`src/rtl/mem_port_arbiter.sv`:
```
// Single-master memory bus arbiter: fixed-priority MMU page-table reads over LSU
// accesses, one transaction at a time, with byte/half/word formatting and a bus timeout.
module mem_port_arbiter #(
   parameter int TIMEOUT = 256
) (
   input  logic        clk,
   input  logic        reset,
   input  logic        mmu_rd_req,
   input  logic [31:0] mmu_addr,
   output logic [31:0] mmu_data,
   output logic        mmu_ready,
   input  logic        ls_req,
   input  logic        ls_we,
   input  logic [1:0]  ls_size,
   input  logic        ls_unsigned,
   input  logic [33:0] ls_addr,
   input  logic [31:0] ls_wdata,
   output logic [31:0] ls_rdata,
   output logic        ls_ready,
   output logic        ls_err,
   output logic        bus_req,
   output logic        bus_we,
   output logic [33:0] bus_addr,
   output logic [3:0]  bus_wstrb,
   output logic [31:0] bus_wdata,
   input  logic [31:0] bus_rdata,
   input  logic        bus_ack
);

   localparam int TW = (TIMEOUT > 2) ? $clog2(TIMEOUT) : 1;
   localparam logic [TW-1:0] TLAST = TW'(TIMEOUT - 1);

   localparam logic [1:0] IDLE    = 2'd0;
   localparam logic [1:0] MMU_BUS = 2'd1;
   localparam logic [1:0] LS_BUS  = 2'd2;
   localparam logic [1:0] DONE    = 2'd3;

   logic [1:0]    state_q, state_d;
   logic [TW-1:0] timer_q, timer_d;
   logic          busReq_q, busReq_d;
   logic          busWe_q, busWe_d;
   logic [33:0]   busAddr_q, busAddr_d;
   logic [3:0]    busWstrb_q, busWstrb_d;
   logic [31:0]   busWdata_q, busWdata_d;
   logic [31:0]   mmuData_q, mmuData_d;
   logic          mmuReady_q, mmuReady_d;
   logic [31:0]   lsRdata_q, lsRdata_d;
   logic          lsReady_q, lsReady_d;
   logic          lsErr_q, lsErr_d;
   logic [1:0]    lsOff_q, lsOff_d;
   logic [1:0]    lsSize_q, lsSize_d;
   logic          lsUns_q, lsUns_d;
   logic          lsWe_q, lsWe_d;

   logic          misaligned;
   logic [3:0]    strobe;
   logic [31:0]   wdataFmt;
   logic [31:0]   lane;
   logic [31:0]   loadData;

   always_comb begin
      misaligned = (ls_size == 2'd3) ||
                   ((ls_size == 2'd2) && (ls_addr[1:0] != 2'b00)) ||
                   ((ls_size == 2'd1) && ls_addr[0]);
      case (ls_size)
         2'd0:    strobe = 4'b0001 << ls_addr[1:0];
         2'd1:    strobe = 4'b0011 << ls_addr[1:0];
         default: strobe = 4'hF;
      endcase
      case (ls_size)
         2'd0:    wdataFmt = {4{ls_wdata[7:0]}};
         2'd1:    wdataFmt = {2{ls_wdata[15:0]}};
         default: wdataFmt = ls_wdata;
      endcase
   end

   // Load lane selection uses the offset/size captured at grant, since the LSU may drop its request.
   always_comb begin
      lane = bus_rdata >> {lsOff_q, 3'b000};
      case (lsSize_q)
         2'd0:    loadData = lsUns_q ? {24'b0, lane[7:0]} : {{24{lane[7]}}, lane[7:0]};
         2'd1:    loadData = lsUns_q ? {16'b0, lane[15:0]} : {{16{lane[15]}}, lane[15:0]};
         default: loadData = bus_rdata;
      endcase
   end

   always_comb begin
      state_d    = state_q;
      timer_d    = timer_q;
      busReq_d   = busReq_q;
      busWe_d    = busWe_q;
      busAddr_d  = busAddr_q;
      busWstrb_d = busWstrb_q;
      busWdata_d = busWdata_q;
      mmuData_d  = mmuData_q;
      mmuReady_d = 1'b0;
      lsRdata_d  = lsRdata_q;
      lsReady_d  = 1'b0;
      lsErr_d    = 1'b0;
      lsOff_d    = lsOff_q;
      lsSize_d   = lsSize_q;
      lsUns_d    = lsUns_q;
      lsWe_d     = lsWe_q;
      case (state_q)
         IDLE: begin
            if (mmu_rd_req) begin
               state_d    = MMU_BUS;
               timer_d    = '0;
               busReq_d   = 1'b1;
               busWe_d    = 1'b0;
               busAddr_d  = {2'b00, mmu_addr};
               busWstrb_d = 4'hF;
            end else if (ls_req && misaligned) begin
               state_d   = DONE;
               lsRdata_d = '0;
               lsReady_d = 1'b1;
               lsErr_d   = 1'b1;
            end else if (ls_req) begin
               state_d    = LS_BUS;
               timer_d    = '0;
               busReq_d   = 1'b1;
               busWe_d    = ls_we;
               busAddr_d  = {ls_addr[33:2], 2'b00};
               busWstrb_d = strobe;
               busWdata_d = wdataFmt;
               lsOff_d    = ls_addr[1:0];
               lsSize_d   = ls_size;
               lsUns_d    = ls_unsigned;
               lsWe_d     = ls_we;
            end
         end
         MMU_BUS: begin
            if (bus_ack) begin
               state_d    = DONE;
               busReq_d   = 1'b0;
               mmuData_d  = bus_rdata;
               mmuReady_d = 1'b1;
            end else if (timer_q == TLAST) begin
               // Zero data on timeout leaves V=0, so the MMU raises a page fault.
               state_d    = DONE;
               busReq_d   = 1'b0;
               mmuData_d  = '0;
               mmuReady_d = 1'b1;
            end else begin
               timer_d = timer_q + 1'b1;
            end
         end
         LS_BUS: begin
            if (bus_ack) begin
               state_d   = DONE;
               busReq_d  = 1'b0;
               lsRdata_d = lsWe_q ? 32'b0 : loadData;
               lsReady_d = 1'b1;
            end else if (timer_q == TLAST) begin
               state_d   = DONE;
               busReq_d  = 1'b0;
               lsRdata_d = '0;
               lsReady_d = 1'b1;
               lsErr_d   = 1'b1;
            end else begin
               timer_d = timer_q + 1'b1;
            end
         end
         DONE: begin
            state_d = IDLE;
         end
         default: begin
            state_d = IDLE;
         end
      endcase
   end

   always_ff @(posedge clk or posedge reset) begin
      if (reset) begin
         state_q    <= IDLE;
         timer_q    <= '0;
         busReq_q   <= 1'b0;
         busWe_q    <= 1'b0;
         busAddr_q  <= '0;
         busWstrb_q <= '0;
         busWdata_q <= '0;
         mmuData_q  <= '0;
         mmuReady_q <= 1'b0;
         lsRdata_q  <= '0;
         lsReady_q  <= 1'b0;
         lsErr_q    <= 1'b0;
         lsOff_q    <= '0;
         lsSize_q   <= '0;
         lsUns_q    <= 1'b0;
         lsWe_q     <= 1'b0;
      end else begin
         state_q    <= state_d;
         timer_q    <= timer_d;
         busReq_q   <= busReq_d;
         busWe_q    <= busWe_d;
         busAddr_q  <= busAddr_d;
         busWstrb_q <= busWstrb_d;
         busWdata_q <= busWdata_d;
         mmuData_q  <= mmuData_d;
         mmuReady_q <= mmuReady_d;
         lsRdata_q  <= lsRdata_d;
         lsReady_q  <= lsReady_d;
         lsErr_q    <= lsErr_d;
         lsOff_q    <= lsOff_d;
         lsSize_q   <= lsSize_d;
         lsUns_q    <= lsUns_d;
         lsWe_q     <= lsWe_d;
      end
   end

   assign mmu_data  = mmuData_q;
   assign mmu_ready = mmuReady_q;
   assign ls_rdata  = lsRdata_q;
   assign ls_ready  = lsReady_q;
   assign ls_err    = lsErr_q;
   assign bus_req   = busReq_q;
   assign bus_we    = busWe_q;
   assign bus_addr  = busAddr_q;
   assign bus_wstrb = busWstrb_q;
   assign bus_wdata = busWdata_q;

endmodule

```
`config.mk`:
```
export PLATFORM = sky130hd
export DESIGN_NAME = mem_port_arbiter
export DESIGN_NICKNAME = d
export VERILOG_FILES = /design/src/rtl/mem_port_arbiter.sv
export SDC_FILE = /design/constraint.sdc
export NUM_CORES = 1
export LEC_CHECK = 0
export BUFFER_PORTS_ARGS = -buffer_cell sky130_fd_sc_hd__clkbuf_2
export CAP_MARGIN = 20
export CORE_ASPECT_RATIO = 0.5
export CORE_MARGIN = 1
export CORE_UTILIZATION = 40
export DETAILED_ROUTE_END_ITERATION = 6
export PLACE_DENSITY_LB_ADDON = 0.08
export SYNTH_ARGS = -nofsm -noshare
export SYNTH_HDL_FRONTEND = slang
export SYNTH_SLANG_ARGS = --single-unit
export TNS_END_PERCENT = 10
```
`constraint.sdc`:
```
create_clock -name clk -period 8.3 [get_ports clk]
set_input_delay 0.83 -clock clk [delete_from_list [all_inputs] [get_ports clk]]
set_output_delay 0.83 -clock clk [all_outputs]
set_load 0.05 [all_outputs]
```
# [Word-level counts from Yosys, hierarchy flattened]
# Cells that the tools add are included.
[classes] n_addsub=1 eq_ne=18 n_reduce_logical=21 shift=3 mux=47 n_bitwise=2
[ops] cell="$mux 32" count=8
[ops] cell="$pmux 32 s2" count=3
[ops] cell="$mux 34" count=3
[ops] cell="$mux 8" count=5
[ops] cell="$shr 32x5->16" count=1
[ops] cell="$pmux 8 s2" count=1
[ops] cell="$mux 1" count=14
[ops] cell="$mux 4" count=3
[ops] cell="$reduce_and 4->1" count=3
[ops] cell="$mux 2" count=5
[ops] cell="$ne 2x2->1 const B" count=5
[ops] cell="$reduce_bool 2->1" count=5
[ops] cell="$ne 3x3->1 const B" count=3
[ops] cell="$add 8x1->8 const B" count=1
[ops] cell="$eq 2x2->1 const B" count=4
[ops] cell="$eq 8x8->1 const B" count=1
[ops] cell="$pmux 4 s2" count=1
[ops] cell="$eq 2x1->1 const B" count=3
[ops] cell="$logic_not 2->1" count=3
[ops] cell="$pmux 1 s2" count=3
[ops] cell="$pmux 2 s3" count=1
[ops] cell="$reduce_and 5->1" count=1
[ops] cell="$ne 4x4->1 const B" count=1
[ops] cell="$reduce_and 2->1" count=2
[ops] cell="other kinds (8)" count=12
[word_totals] reg_bits=155 output_inout_bits=139 elab_cells=108 input_bits=139

# [Logic depth before layout (Yosys ltp)]
[logic_depth] ltp_word=8 depth_mapped=9 mapped_depth_nobuf=6

# [Least setup slack after synthesis]
# OpenSTA, ideal clock, no wires.
[synth_timing] kind="in2reg" start="input ls_addr[0]" end="register busAddr_q[19] (netlist: bus_addr[19])" slack_ns=6.044 cell_stages=7 setup_time_ns=0.125 t_required_ns=8.175 n_path_buf=3 t_arrival_ns=2.131 cell_sequence="buf_2 -> or3_4 -> a21boi_2 -> o21ai_2 -> buf_6 -> buf_6 -> mux2_4"
[synth_via] elab_chain_cells=7 elab_cells_between_ends=8 cone_classes="eq/ne: 1; reduce/logical: 7"
[synth_rtl] element="start, declared" line_no="16" text="input logic [33:0] ls_addr,"
[synth_rtl] element="$reduce_bool 2->1" line_no="63" text="((ls_size == 2'd2) && (ls_addr[1:0] != 2'b00)) ||"
[synth_rtl] element="$logic_and 1x1->1" line_no="63"
[synth_rtl] element="$logic_or 1x1->1" line_no="62" text="misaligned = (ls_size == 2'd3) ||"
[synth_rtl] element="$logic_or 1x1->1 *" line_no="63"
[synth_rtl] element="$logic_and 1x1->1 *" line_no="113" text="end else if (ls_req && misaligned) begin"
[synth_rtl] element="$ne 2x2->1 (no source line) *"
[synth_rtl] element="$reduce_and 3->1 (no source line) *"
[synth_rtl] element="end signal, assigned" line_no="196" text="busAddr_q <= busAddr_d;"
[synth_rtl] element="end, declared" line_no="42" text="logic [33:0] busAddr_q, busAddr_d;"
# Every way passes the cells marked *; elsewhere a longest branch is shown, timed or not.
# A chain may end at the register's enable or synchronous reset.

# [Final worst setup path]
[layout_timing] start="register state_q[0]" end="register lsRdata_q[2] (netlist: ls_rdata[2])"
[layout_via] elab_chain_cells=3 elab_cells_between_ends=8 cone_classes="eq/ne: 4; mux: 1; reduce/logical: 3"
[layout_rtl] element="start, declared" line_no="38" text="logic [1:0] state_q, state_d;"
[layout_rtl] element="start signal, assigned" line_no="192" text="state_q <= state_d;"
[layout_rtl] element="$eq 2x2->1 or $logic_not 2->1 (tied branches)" line_no="104" text="case (state_q)"
[layout_rtl] element="$ne 3x3->1 (no source line), or another cell as far along"
[layout_rtl] element="$reduce_and 4->1 (no source line)"
[layout_rtl] element="end signal, assigned" line_no="201" text="lsRdata_q <= lsRdata_d;"
[layout_rtl] element="end, declared" line_no="47" text="logic [31:0] lsRdata_q, lsRdata_d;"
# Several ways; a longest one is shown, not always the timed one.

==> metrics <==
MaxCap Viol Count 0; largest net degree at the start of global routing 99; Multi-input gate area 3433 um^2; worst path required time 8.63 ns; cell row count 35; Synth Warn # 0; Initial Util 0.4102; hold_sp bus_wdata[15]$_DFFE_PP0P_; VDD IR max 237.8 uV; CTS root buf clkbuf_16; Top Ports 278; Seq/Total Area, Yosys 0.5117; slew at the pin closest to its max-slew limit 0.9543 ns; Crit. End Element flip-flop; post-synth net total 813; Primary FF master, synth dfrtp_1; Vias/cell 5.279; Static Leakage 4.811 nW; maximum clock rate 383.0 MHz; Register Area 3879 um^2; number of diodes 0; number of synthesized flops with an enable pin 0; unrepaired setup endpoints after global routing no; first-pass GRT wire length 34190 um; leading post-synthesis cells by cell area dfrtp_1 51%, mux2_2 11%, a22o_1 4.2%; Iter 0 DRT Violations 352; wire per inst 18.42 um; CP Launch Point state_q[0]$_DFFE_PP0P_; crit start category flip-flop; Worst Skew 0.01019 ns; Hold Path Class reg2reg; register-to-register setup slack 5.69 ns; Vias 6314; die area 19540 um^2; Critical path destination ls_rdata[2]$_DFFE_PP0P_; clk buf depth 2; Mapped Avg Cell Area 11.33 um^2; clk sinks 155; total number of H-tree levels 4; drt total wl 22040 um; GRT Overall Usage 0.2298; Synth Cell Area 7580 um^2; GR Overflow Total 0; ratio of cells with drive above 1 in the final layout 0.4376; Slew HR 0.3623; Placer Congestion 0.8372; final worst slack 5.689 ns; Reg clk slew, reported paths 0.06 ns; ANT nets after route 0; initial antenna violation count 0; Slew Limit Fails 0; Netlist cell types 52; Yosys top cell area share 0.5117; asr flop ratio synth 1.000; CP arrival 2.94 ns; fillcell total 1728; Post CTS Setup Buffer Count 0; CTS tree done; worst-case reg-to-reg path depth 7; worst r2r src state_q[0]$_DFFE_PP0P_; core area 18480 um^2; final setup TNS 0 ns; status completed; Die Span X 196.7 um; total power 4.599 mW; worst-path maximum fanout 18; Final Hold Viols 0; critical path class reg2reg; cell area power density 470.4 nW/um^2; Post-CTS Resized 0; vias in the first global route 6143; # hold bufs at CTS 0; reg2reg end ls_rdata[2]$_DFFE_PP0P_; HPWL reported at the end of detailed placement 15790 um; Post-synth top cells 155 x dfrtp_1, 76 x mux2_2, 51 x o21ai_0; port buffer count 277; period utilization 0.3145; worst slack, placed 5.259 ns; Final setup viols 0; Final nets 1068; clk_lat worst skew 0.43 ns; drt drc 0; CTS buffer count 17; post-route minimum period 2.611 ns; post-synth top area cell dfrtp_1; Initial DRT Pass Iterations 4; area delta synth->final 29.00%; hold_ws 0.4812 ns; Cells after Synth 669; register bit total from synthesis 155; most frequent cell after synthesis dfrtp_1; Die Span Y 99.34 um
## state kept, by name (all words and copies together) (netlist names)
| signal | cells |
|---|---|
| timer_q | 8 |
| ls_rdata | 32 |
| state_q | 2 |
| bus_we | 1 |
| lsWe_q | 1 |
| ls_ready | 1 |
| bus_addr | 34 |
| lsSize_q | 2 |
| mmu_data | 32 |
| bus_req | 1 |
| lsOff_q | 2 |
| bus_wstrb | 4 |
| mmu_ready | 1 |
| ls_err | 1 |
| lsUns_q | 1 |
| bus_wdata | 32 |
## metal layers
metal | wire length [um] | GRT usage | part of all wire | up-vias
li1 | - | - | - | 3009
met5 | 0 | 0 | 0 | -
met1 | 10300 | 0.3256 | 0.47 | 3061
met2 | 9693 | 0.3317 | 0.44 | 215
met3 | 1655 | 0.07053 | 0.075 | 29
met4 | 391 | 0.08110 | 0.018 | 0
## worst max-delay path, stage by stage, from the launching register on
cell,delay (ns)
dfrtp_1,0.39
inv_1,0.08
ha_1,0.35
nor2b_1,0.20
buf_4,0.22
a41oi_4,0.57
or2_1,0.51
o2bb2ai_1,0.18
## layout make-up
class / count / share of cell area
Sequential cell: 155 / 0.3967
Multi-Input combinational cell: 450 / 0.3511
Timing Repair Buffer: 288 / 0.1523
Clock buffer: 21 / 0.04811
Tap cell: 259 / 0.03314
Clock inverter: 11 / 0.01356
Inverter: 12 / 0.005118
## placed cells by master (no fill, tap or decap), types with 13 or more instances in the layout
master     count
clkbuf_2     277
dfrtp_1      155
mux2_2        76
o21ai_0       51
a21oi_1       45
nand2_1       42
a22o_1        36
mux2i_1       28
nor2_1        17
o31ai_1       17
clkbuf_16     17
o2bb2ai_1     15
nand2b_1      14
nor2b_1       13
## per-stage QoR
stage | instance area [um^2] | cells | util
floorplan | 7580 | 669 | -
global placement | 9140 | 1162 | 0.4946
detailed placement | 9168 | 1163 | 0.4961
CTS | 9771 | 1195 | 0.5287
global route | 9778 | 1196 | 0.5291
finish | 9778 | 1196 | 0.5291
## power breakdown
group / internal [mW] / leakage [nW] / switching (mW) / total [mW]
clock: 0.471 / 0.291 / 0.331 / 0.802
sequential: 1.09 / 1.95 / 0.228 / 1.32
combinational: 0.694 / 2.57 / 1.78 / 2.48
## cells by family after synthesis
logic type	synth area share
flops	0.5117
buf+inv	0.03747
fa+ha+maj	0.008254
simple gates	0.07065
compound gates	0.2091
mux	0.1628
## worst min-delay path by stage
stage	endpoint	slack [ns]	depth (start not counted)
floorplan	lsWe_q$_DFFE_PP0P_	0.48	1
detailed placement	bus_wdata[27]$_DFFE_PP0P_	0.47	2
finish	bus_wdata[15]$_DFFE_PP0P_	0.48	2
global route	ls_rdata[13]$_DFFE_PP0P_	0.50	1
global placement	bus_wdata[17]$_DFFE_PP0P_	0.46	2
CTS	bus_wdata[27]$_DFFE_PP0P_	0.49	2
Power figures use the tool's default switching activity.
